<file path="src/rtl/wbk_stage.sv">
// Writeback stage: retires mem2wbk heads, joining multiplier results, onto a registered RF write port.
// Latency 1 retire->WBK_*; pops combinational; a mult head with an empty multiplier FIFO stalls both FIFOs.
module wbk_stage #(
  parameter int MULT_TIMEOUT = 64,
  parameter int CNT_W        = 8
) (
  input  logic        clk,
  input  logic        reset_n,
  input  logic        MEM2WBK_EMPTY_SM,
  input  logic [31:0] MEM_RES_RM,
  input  logic [5:0]  MEM_DEST_RM,
  input  logic        WB_RM,
  input  logic        CSR_WENABLE_RM,
  input  logic [31:0] CSR_RDATA_RM,
  input  logic        MULT_INST_RM,
  output logic        MEM2WBK_POP_SW,
  input  logic        MULT_EMPTY_SX,
  input  logic [31:0] MULT_RES_RX,
  output logic        MULT_POP_SW,
  input  logic        FLUSH_SI,
  output logic [31:0] WBK_DATA_SW,
  output logic [5:0]  WBK_DEST_SW,
  output logic        WBK_WB_SW,
  output logic        WBK_STALL_SW,
  output logic        MULT_TIMEOUT_SW,
  output logic [63:0] MINSTRET_SW
);

  typedef enum logic {RUN = 1'b0, WAIT_MULT = 1'b1} state_t;

  localparam logic [CNT_W-1:0] C_TO_M1 = CNT_W'(MULT_TIMEOUT - 1);

  state_t          r_state;
  state_t          w_state_nxt;
  logic [CNT_W-1:0] r_cnt;
  logic            r_timeout;
  logic [31:0]     r_data;
  logic [5:0]      r_dest;
  logic            r_wb;
  logic [63:0]     r_minstret;

  logic            w_hv;
  logic            w_stall;
  logic            w_stall_nf;
  logic            w_retire;
  logic [31:0]     w_wdata;

  assign w_hv       = !MEM2WBK_EMPTY_SM;
  assign w_stall    = reset_n & w_hv & MULT_INST_RM & MULT_EMPTY_SX;
  assign w_stall_nf = w_stall & !FLUSH_SI;
  // Flush dominates retire; reset also holds the pops low.
  assign w_retire   = reset_n & w_hv & !FLUSH_SI & (!MULT_INST_RM | !MULT_EMPTY_SX);

  assign MEM2WBK_POP_SW  = w_retire;
  assign MULT_POP_SW     = w_retire & MULT_INST_RM;
  assign WBK_STALL_SW    = w_stall;
  assign WBK_DATA_SW     = r_data;
  assign WBK_DEST_SW     = r_dest;
  assign WBK_WB_SW       = r_wb;
  assign MULT_TIMEOUT_SW = r_timeout;
  assign MINSTRET_SW     = r_minstret;

  always_comb begin
    w_wdata = MEM_RES_RM;
    if (CSR_WENABLE_RM)    w_wdata = CSR_RDATA_RM;
    else if (MULT_INST_RM) w_wdata = MULT_RES_RX;
  end

  // WAIT_MULT is held only while the head keeps stalling; anything else returns to RUN.
  always_comb begin
    w_state_nxt = RUN;
    case (r_state)
      RUN:       if (w_stall_nf) w_state_nxt = WAIT_MULT;
      WAIT_MULT: if (w_stall_nf) w_state_nxt = WAIT_MULT;
      default:   w_state_nxt = RUN;
    endcase
  end

  always_ff @(posedge clk) begin
    if (!reset_n) begin
      r_state    <= RUN;
      r_cnt      <= '0;
      r_timeout  <= 1'b0;
      r_data     <= '0;
      r_dest     <= '0;
      r_wb       <= 1'b0;
      r_minstret <= '0;
    end else begin
      r_state <= w_state_nxt;

      if (FLUSH_SI || r_state == RUN) r_cnt <= '0;
      else if (r_cnt != '1)          r_cnt <= r_cnt + 1'b1;

      if (FLUSH_SI)
        r_timeout <= 1'b0;
      else if (r_state == WAIT_MULT && w_stall_nf && r_cnt == C_TO_M1)
        r_timeout <= 1'b1;

      if (w_retire) begin
        r_data     <= w_wdata;
        r_dest     <= MEM_DEST_RM;
        r_wb       <= (WB_RM | CSR_WENABLE_RM) & (MEM_DEST_RM != 6'd0);
        r_minstret <= r_minstret + 64'd1;
      end else begin
        r_wb <= 1'b0;
      end
    end
  end

endmodule

</file>
<file path="config.mk">
export PLATFORM = sky130hd
export DESIGN_NAME = wbk_stage
export DESIGN_NICKNAME = d
export VERILOG_FILES = /design/src/rtl/wbk_stage.sv
export SDC_FILE = /design/constraint.sdc
export NUM_CORES = 1
export LEC_CHECK = 0
export CAP_MARGIN = 20
export CORE_MARGIN = 4
export CORE_UTILIZATION = 48
export CTS_CLUSTER_SIZE = 30
export DETAILED_ROUTE_END_ITERATION = 6
export GPL_TIMING_DRIVEN = 0
export HOLD_SLACK_MARGIN = 0.15
export PLACE_DENSITY = 0.93
export SKIP_CTS_REPAIR_TIMING = 1
export SYNTH_ARGS = -nofsm -noshare
export SYNTH_HDL_FRONTEND = slang
export SYNTH_SLANG_ARGS = --single-unit
</file>
<file path="constraint.sdc">
create_clock -name clk -period 6.7 [get_ports clk]
set_input_delay 1.005 -clock clk [delete_from_list [all_inputs] [get_ports clk]]
set_output_delay 1.005 -clock clk [all_outputs]
set_load 0.02 [all_outputs]
</file>
[Word-level counts from Yosys, hierarchy flattened]
Cells that the tools add are included.
Operators by class
  reduce and logical (&&, ||, !) cells: 11
  bitwise gates (word level): 12
  muxes and demuxes: 3
  equality and inequality tests: 2
  shift operators: 0
  add/sub/neg operators: 2
  magnitude comparators: 0
  div/mod/pow operators: 0
  $mul: 0
Operators with widths (count)
  adder 64 x 1 -> 64 bit, second input constant: 1
  2-to-1 mux 32 bit: 2
  adder 8 x 1 -> 8 bit, second input constant: 1
  AND 1 bit: 8
  equality test 8 x 6 -> 1 bit, second input constant: 1
  inequality test 8 bit, second input constant: 1
  nonzero test 6 bit: 1
  logical NOT 1 bit: 4
  OR reduction 2 bit: 2
  logical AND 1 bit: 2
  inverter 1 bit: 2
  OR 1 bit: 2
  AND reduction 2 bit: 1
  logical OR 1 bit: 1
  2-to-1 mux 1 bit: 1
Storage, ports and cells
  RAM bits: 0
  memories: 0
  input bits: 110
  bits in registers: 113
  latch bits: 0
  ROM bits: 0

[Longest topological paths before layout]
Gate-level depths: netlist (run 1).
  depth after elaboration: 7
  gate-level depth with buffers: 8

[Least setup slack after synthesis (run 1)]
OpenSTA, ideal clock, no wires.
  path kind: input -> output
  start: input reset_n
  end: output MEM2WBK_POP_SW
  arrival: 2115 ps
  path slack: 3580 ps
  data required time: 5695 ps
  path buffers: 2
  stages: 5
  cell sequence: buf_2 nor3b_4 nand2_1 clkinv_1 clkbuf_1
Between the ends
  longest elaborated chain between the ends: 3
RTL lines
  from (decl): line 8  | input logic reset_n,
  AND 1 bit (3 in series): line 52  | assign w_retire = reset_n & w_hv & !FLUSH_SI & (!MULT_INST_RM | !MULT_EMPTY_SX);
  to (decl): line 16  | output logic MEM2WBK_POP_SW,
Every way passes these cells.

[Final worst setup path (run 1)]
  start: input FLUSH_SI
  end: output MEM2WBK_POP_SW
Between the ends
  longest elaborated chain between the ends: 3
RTL lines
  from (decl): line 20  | input logic FLUSH_SI,
  logical NOT 1 bit: line 52
  AND 1 bit (2 in series): line 52
Every way passes these cells.

==> metrics.cfg, run 1 <==
[status]
status = finished clean

[global_routing]
grt_max_degree = 17
grt_pass1_vias = 6043
antenna_found_initial = 0
grt_usage_pct = 27.6
grt_pass1_wl_microns = 29500
grt_overflow = 0

[logic_synthesis]
syn-num-nets = 819
synth_ff_type = dfxtp_1
synth_cell_type_count = 48
yosys_warnings = 0
synth_edf_count = 0
async_flop_share_pct = 0
syn_area_per_cell_sq_um = 7.91
netlist_area_sq_um = 5600
synth.ff_latch_count = 113
syn_inst = 707
ys_seq_area_share_pct = 40.4

[critical_path]
cp_data_arrival_time_ns = 3.41
rr_startpoint = MINSTRET_SW[26]$_SDFFE_PN0P_
worst-path-max-fanout = 10
endpoint = MEM2WBK_POP_SW
cp-start-kind = input pin
r2r_slack_ns = 3.95
ff2ff_path_depth = 5
criticalPathCategory = in2out
startpoint = FLUSH_SI
crit_required_ns = 5.69
rr_endpoint = MINSTRET_SW[53]$_SDFFE_PN0P_
endpoint_kind = primary output

[die]
die_w_microns = 116
die_area_sq_um = 13400
core_area_sq_um = 11400
rows = 39
initial_core_util_pct = 49.0
die_y_microns = 116
io_pins = 217

[worst_hold_path]
holdCritStartpoint = WBK_DEST_SW[2]$_SDFFE_PN0P_
holdCritPathClass = reg2reg

[cts]
clockRootBuffer = clkbuf_16
tritoncts = done
clk_latency_ns = 0.41
clkTransAtPathRegs_ns = 0.05
cts.htree.levels = 4
clock_path_buffers = 2
cts_buffers = 17
clock_sinks = 113

[routing]
vias = 6325
drc = 0
finalWirelength_microns = 18800
ant_nets = 0
viasPerCell = 5.78
wl_per_cell_microns = 17.2
drtPass1Iterations = 5
drt_iter0_markers = 690

[timing]
max_slew_margin_pct = 38.8
final.min_clock_period_ns = 4.42
grt_setup_unrepaired = false
hold_ws_ns = 0.453
slew_viol_final = 0
tightest_slew_ns = 0.910
hold_viol_final = 0
max_freq_mhz = 226
skew_ns = 0.00800
setup_tns_ns = 0
setup_viol = 0
fin_crit_sh_pct = 65.9

[final_layout]
drive_above_1_share_pct = 4.73
syn2layout_area_growth_pct = 53.0
finish.utilization_pct = 75.0
diodes = 0
layout.nets = 1051
nFillCells = 817
finalInstanceArea_sq_um = 8560

[pwr]
total_leakage_power_uw = 0.00289
p_per_area_nw_per_um2 = 216
power.total_uw = 1850
irDropWorstVdd_mv = 0.153

[place]
dp_hpwl_microns = 13900
place_area_sq_um = 7910
routabilityCongestion = 0.874
portBuffers = 213

[flow_run]
maxCapViolations = 0

[where the power goes]
group	total (uW)	switching, uW	internal [uW]
Clock	1000	315	688
Combinational	161	70.7	90.6
Sequential	684	4.28	680
[cell type report]
cell class                      instances  area (sq um)  share of cell area, %
Multi-Input combinational cell        546          3120                   36.4
Clock buffer                           22           474                   5.54
Buffer                                 39           181                   2.12
Timing Repair Buffer                  213          2130                   24.9
Clock inverter                         10           179                   2.09
Tap cell                              143           179                   2.09
Sequential cell                       113          2260                   26.4
Inverter                                9          33.8                  0.395
[worst min path at each step]
stage | end | cells past startpoint
global placement | WBK_DATA_SW[9]$_SDFFE_PN0P_ | 2
detailed placement | WBK_DATA_SW[22]$_SDFFE_PN0P_ | 2
CTS | WBK_DATA_SW[9]$_SDFFE_PN0P_ | 2
finish | WBK_DEST_SW[2]$_SDFFE_PN0P_ | 2
floorplan | r_cnt[6]$_SDFFE_PP0P_ | 1
global route | WBK_DATA_SW[25]$_SDFFE_PN0P_ | 2
[registers in the layout, indices dropped and copies added, names as in the netlist]
signal	cells
MULT_TIMEOUT_SW	1
r_state	1
r_cnt	8
WBK_WB_SW	1
WBK_DEST_SW	6
WBK_DATA_SW	32
MINSTRET_SW	64
[cell families (layout without fill, tap and decap cells)]
| family | count (synthesis) | in the layout | synth area share, % |
|---|---|---|---|
| AND/OR/NAND/NOR | 332 | 332 | 29.6 |
| AO/OA/AOI/OAI | 149 | 149 | 15.0 |
| flip-flops | 113 | 113 | 40.4 |
| buffers and inverters | 48 | 293 | 3.85 |
| multiplexers | 35 | 35 | 6.26 |
| XOR/XNOR | 28 | 28 | 4.38 |
| adder cells (fa/ha/maj) | 2 | 2 | 0.447 |
[layout by cell type (no fill, tap or decap), types with 16 or more instances in the layout]
cell type / synthesis / layout
nand2_1: 143 / 143
a21oi_1: 73 / 73
clkbuf_1: 32 / 34
nor2_1: 44 / 44
xnor2_1: 16 / 16
or4_1: 27 / 27
o21ai_0: 41 / 41
nand3_1: 27 / 27
o31ai_1: 24 / 24
mux2i_1: 35 / 35
clkdlybuf4s50_1: 0 / 213
nand4_1: 22 / 22
dfxtp_1: 113 / 113
clkbuf_16: 0 / 17
[synthesized netlist by cell type, types with 2 or more instances]
master	n	area share, %
or3_1	9	1.0
and3_1	7	0.78
dfxtp_1	113	40
inv_1	8	0.54
or4_1	27	3.6
nand3_1	27	2.4
buf_1	2	0.13
nand4_2	2	0.45
nor4_1	12	1.3
nand4_1	22	2.5
o21a_1	2	0.27
nand2_1	143	9.6
and4_1	5	0.78
buf_6	2	0.40
or3_4	2	0.40
mux2i_1	35	6.3
xor2_1	12	1.9
nor2_1	44	3.0
xnor2_1	16	2.5
o31ai_1	24	3.2
o311ai_0	2	0.31
or4_4	2	0.40
o21ai_0	41	3.7
o41ai_1	3	0.47
a21oi_1	73	6.5
nand2b_1	3	0.34
nor3_1	15	1.3
clkbuf_1	32	2.1
and2_1	2	0.22
ha_1	2	0.45
[metal layers]
metal,GRT usage (%),wire length [microns],share of wire (%),vias to the layer above
met2,50.5,9540,51,377
met1,30.1,6970,37,2863
met5,0,0,0,-
met3,7.52,1700,9.1,62
li1,-,-,-,3023
met4,11.4,567,3.0,0
[critical path, stage by stage]
cell and delay [ns]:
clkdlybuf4s50_1 0.51, nor3b_4 0.36, nand2_1 0.26, clkinv_1 0.19, clkbuf_1 0.38, clkdlybuf4s50_1 0.70
[stage by stage]
stage,worst slack (ns),instances
after floorplan,3.58,707
after global placement,2.26,1063
after detailed placement,2.28,1063
after CTS,2.28,1095
after global routing,2.12,1095
final,2.28,1095
Power figures use the tool's default switching activity.
==> run 2: changes to the inputs <==
Settings changed: CORE_UTILIZATION 48 to 40, PLACE_DENSITY 0.93 to 0.83.
Clock period 6.7 ns to 3.6 ns, I/O delays scaled along.
==> run 2 against run 1 <==
Compared with the run above: clock power rose by 78%; clock-buffer cell count shrank 1; first-iteration DRC count decreased by 29%; register-to-register slack worse by 3.0 ns; critical endpoint unchanged; core utilization shrank 11 points; sequential power grew 86%; via count decreased by 2.3%.
==> metrics.cfg, run 2 (synthesis gave the netlist of run 1 again) <==
[pwr]
power.total_uw = 3350
p_per_area_nw_per_um2 = 391
irDropWorstVdd_mv = 0.308
total_leakage_power_uw = 0.00287

[timing]
max_slew_margin_pct = 48.7
grt_setup_unrepaired = false
tightest_slew_ns = 0.763
setup_viol = 0
slew_viol_final = 0
final.min_clock_period_ns = 3.32
max_freq_mhz = 302
fin_crit_sh_pct = 92.1
skew_ns = 0.00700
hold_viol_final = 0

[worst_hold_path]
holdCritStartpoint = WBK_DATA_SW[2]$_SDFFE_PN0P_
worst_hold_path.num_cells = 2
min_to = WBK_DATA_SW[2]$_SDFFE_PN0P_
holdCritPathClass = reg2reg

[global_routing]
grt_pass1_wl_microns = 29800
grt_pass1_vias = 6053
grt_usage_pct = 23.0
grt_overflow = 0
antenna_found_initial = 0
grt_max_degree = 17

[critical_path]
endpoint_kind = primary output
worstPathCellList = clkdlybuf4s50_1 > nor3b_4 > nand2_1 > clkinv_1 > clkdlybuf4s50_1
cp_data_arrival_time_ns = 2.78
critPathMaxStageDelay_ns = 0.69
r2r_slack_ns = 0.96
cp-start-kind = input pin
crit_required_ns = 3.06
slowest_stage = clkdlybuf4s50_1
ff2ff_path_depth = 5
rr_endpoint = MINSTRET_SW[53]$_SDFFE_PN0P_
critical-path-top-delay-family = buffers and inverters
crit_top_cell = clkdlybuf4s50_1
rr_startpoint = MINSTRET_SW[23]$_SDFFE_PN0P_
worst-path-max-fanout = 15
criticalPathCategory = in2out
path_buf_inv = 3

[cts]
clock_sinks = 113
clkTransAtPathRegs_ns = 0.05
tritoncts = done
clk_latency_ns = 0.41
clockRootBuffer = clkbuf_16
clock_path_buffers = 2
cts.htree.levels = 4
cts_buffers = 17

[final_layout]
nFillCells = 1191
finalInstanceArea_sq_um = 8560
layout_common_cells = 213 x clkdlybuf4s50_1, 143 x nand2_1, 113 x dfxtp_1, 73 x a21oi_1, 44 x nor2_1
fin_cells = 1127
syn2layout_area_growth_pct = 53.1
diodes = 0
layout.nets = 1050
final_common_cell = clkdlybuf4s50_1
largest_reg_flops = 64
drive_above_1_share_pct = 4.73

[routing]
finalWirelength_microns = 18500
viasPerCell = 5.48
wl_per_cell_microns = 16.4
drc = 0
vias = 6180
ant_nets = 0
drt_iter0_markers = 487
drtPass1Iterations = 5

[die]
die_area_sq_um = 15900
core_area_sq_um = 13500
initial_core_util_pct = 41.6
rows = 42
io_pins = 217
die_w_microns = 126
die_y_microns = 126

[place]
place_area_sq_um = 7950
place_inst = 1096
portBuffers = 213
routabilityCongestion = 0.910
dp_hpwl_microns = 14400

[flow_run]
maxCapViolations = 0

[status]
status = finished clean

## run 2: cell type report
cell class	count	area [sq um]	area share [%]
plain buffers	38	178	2.07
clock buffers	21	460	5.38
clock inverters	11	160	1.87
inverters	9	33.8	0.394
multi-input cells	546	3120	36.4
flip-flops and latches	113	2260	26.4
well taps	176	220	2.57
repair buffers	213	2130	24.9
## run 2: through the flow
step | setup slack [ns] | utilization (%) | setup TNS [ns] | hold slack [ns]
floorplan | 1.22 | - | 0 | 0.461
global placement | 0.00814 | 59.1 | 0 | 0.441
detailed placement | -0.00972 | 59.1 | -0.00972 | 0.446
CTS | -0.0145 | 63.7 | -0.0145 | 0.447
global route | 0.116 | 63.7 | 0 | 0.456
finish | 0.284 | 63.7 | 0 | 0.452
## run 2: how the worst max path moves through the flow
stage / from / endpoint / slack [ns] / depth (start not counted)
finish: FLUSH_SI / MEM2WBK_POP_SW / 0.28 / 5
global placement: FLUSH_SI / MEM2WBK_POP_SW / 0.008 / 6
floorplan: reset_n / MINSTRET_SW[57]$_SDFFE_PN0P_ / 1.22 / 7
CTS: FLUSH_SI / MEM2WBK_POP_SW / -0.01 / 6
detailed placement: FLUSH_SI / MEM2WBK_POP_SW / -0.01 / 6
global route: FLUSH_SI / MEM2WBK_POP_SW / 0.12 / 5
## run 2: metal layers
layer | vias up | GRT usage, % | share of wire (%)
met5 | - | 0 | 0
met4 | 0 | 12.0 | 4.1
met3 | 54 | 6.77 | 8.3
met2 | 290 | 40.3 | 49
met1 | 2825 | 25.0 | 38
li1 | 3011 | - | -
## run 2: power breakdown
| part | internal, uW | switching, uW | total (uW) |
|---|---|---|---|
| clock | 1190 | 588 | 1780 |
| sequential | 1270 | 7.08 | 1270 |
| combinational | 168 | 133 | 301 |
## run 2: tightest hold or removal path, stage by stage, from the launching register on
cell and delay (ns):
dfxtp_1 0.30, nand2_1 0.05, a21oi_1 0.05
==> run 3: changes to the inputs <==
Settings changed: SKIP_CTS_REPAIR_TIMING 1 to not set.
Clock period 3.6 ns to 2.7 ns, I/O delays scaled along.
==> run 3 against run 2 <==
Compared with the run above: non-clock buffer count grew 1; worst setup slack lost 0.15 ns; first-iteration DRC count shrank 4.1%; sequential power grew 34%; largest power group unchanged; via count shrank 0.34%; largest cell class unchanged; hold slack lost 0.13 ns; clock power grew 33%.
==> metrics.cfg, run 3 (synthesis gave the netlist of run 1 again) <==
[timing]
fin_crit_sh_pct = 95.2
fin_ws_ns = 0.130
grt_setup_unrepaired = false
max_freq_mhz = 389
slew_viol_final = 0
hold_viol_final = 0
final.min_clock_period_ns = 2.57
hold_ws_ns = 0.326
setup_viol = 0
tightest_slew_ns = 0.737
setup_tns_ns = 0
max_slew_margin_pct = 50.5
skew_ns = 0.00717

[cts]
clkTransAtPathRegs_ns = 0.05
clk_latency_ns = 0.41
cts_buffers = 17
tritoncts = done
clock_path_buffers = 2
clockRootBuffer = clkbuf_16
clock_sinks = 113
cts.htree.levels = 4

[die]
die_y_microns = 126
io_pins = 217
rows = 42
core_area_sq_um = 13500
initial_core_util_pct = 41.6
die_w_microns = 126
die_area_sq_um = 15900

[place]
place_area_sq_um = 7950
place_ws_ns = -0.640
routabilityCongestion = 0.910
portBuffers = 213
dp_hpwl_microns = 14400

[global_routing]
grt_pass1_vias = 6058
grt_overflow = 0
grt_pass1_wl_microns = 29900
grt_max_degree = 17
antenna_found_initial = 0
grt_usage_pct = 23.0

[critical_path]
crit_required_ns = 2.30
cp-start-kind = input pin
endpoint_kind = primary output
worst-path-max-fanout = 6
criticalPathCategory = in2out
cp_data_arrival_time_ns = 2.17

[final_layout]
finish.utilization_pct = 63.9
largest_reg_flops = 64
nFillCells = 1191
drive_above_1_share_pct = 5.57
seq_area_sq_um = 2260
multi_input_comb_area_sq_um = 3140
finalInstanceArea_sq_um = 8600
diodes = 0
layout_common_cells = 213 x clkdlybuf4s50_1, 142 x nand2_1, 113 x dfxtp_1, 73 x a21oi_1, 44 x nor2_1
syn2layout_area_growth_pct = 53.7
final_common_cell = clkdlybuf4s50_1
layout.nets = 1051

[routing]
wl_per_cell_microns = 16.4
vias = 6159
drc = 0
finalWirelength_microns = 18500
ant_nets = 0
viasPerCell = 5.46
drtPass1Iterations = 5
drt_iter0_markers = 467

[pwr]
p_per_area_nw_per_um2 = 519
total_leakage_power_uw = 0.00288
irDropWorstVdd_mv = 0.412

[flow_run]
maxCapViolations = 0

[worst_hold_path]
holdCritPathClass = in2reg

[status]
status = finished clean

-- run 3: final timing paths --
check | startpoint | to | slack (ns) | cells after the start
setup reg to reg | MINSTRET_SW[3]$_SDFFE_PN0P_ | MINSTRET_SW[35]$_SDFFE_PN0P_ | 0.17 | 6
hold / removal | reset_n | MINSTRET_SW[26]$_SDFFE_PN0P_ | 0.33 | 2
setup / recovery | FLUSH_SI | MULT_POP_SW | 0.13 | 5
hold reg to reg | WBK_DATA_SW[19]$_SDFFE_PN0P_ | WBK_DATA_SW[19]$_SDFFE_PN0P_ | 0.45 | 2
-- run 3: layer usage --
layer  track usage (%)  part of all wire, %
met3              6.77                  8.1
met5                 0                    0
met1              25.0                   39
met4              11.8                  3.9
met2              40.7                   49
-- run 3: power by group --
| part | switching (uW) | internal (uW) | total [uW] |
|---|---|---|---|
| registers | 9.51 | 1690 | 1700 |
| clock network | 784 | 1580 | 2370 |
| logic | 178 | 226 | 404 |
| total | 972 | 3500 | 4470 |
-- run 3: final cells by class --
type / count / area share (%)
Clock inverter: 11 / 1.86
Tap cell: 176 / 2.56
Timing Repair Buffer: 215 / 25.0
Sequential cell: 113 / 26.3
Inverter: 9 / 0.451
Clock buffer: 21 / 5.35
Buffer: 37 / 2.04
Multi-Input combinational cell: 546 / 36.5
-- run 3: what timing repair did --
action                     CTS  global route
pin swaps                    2             0
buffers inserted             2             0
hold buffers                 0             0
setup endpoints to repair    4            15
resized for setup            2             6
-- run 3: critical path, stage by stage --
cell             delay (ns)
clkdlybuf4s50_1        0.51
nor3b_4                0.27
buf_4                  0.20
and3_1                 0.16
clkdlybuf4s50_1        0.62
-- run 3: metrics by stage --
step                      cells  power, uW
after floorplan             707       1890
after detailed placement   1096       2140
after CTS                  1129       4490
after global placement     1096       2130
final                      1128       4470
after global routing       1128       4600
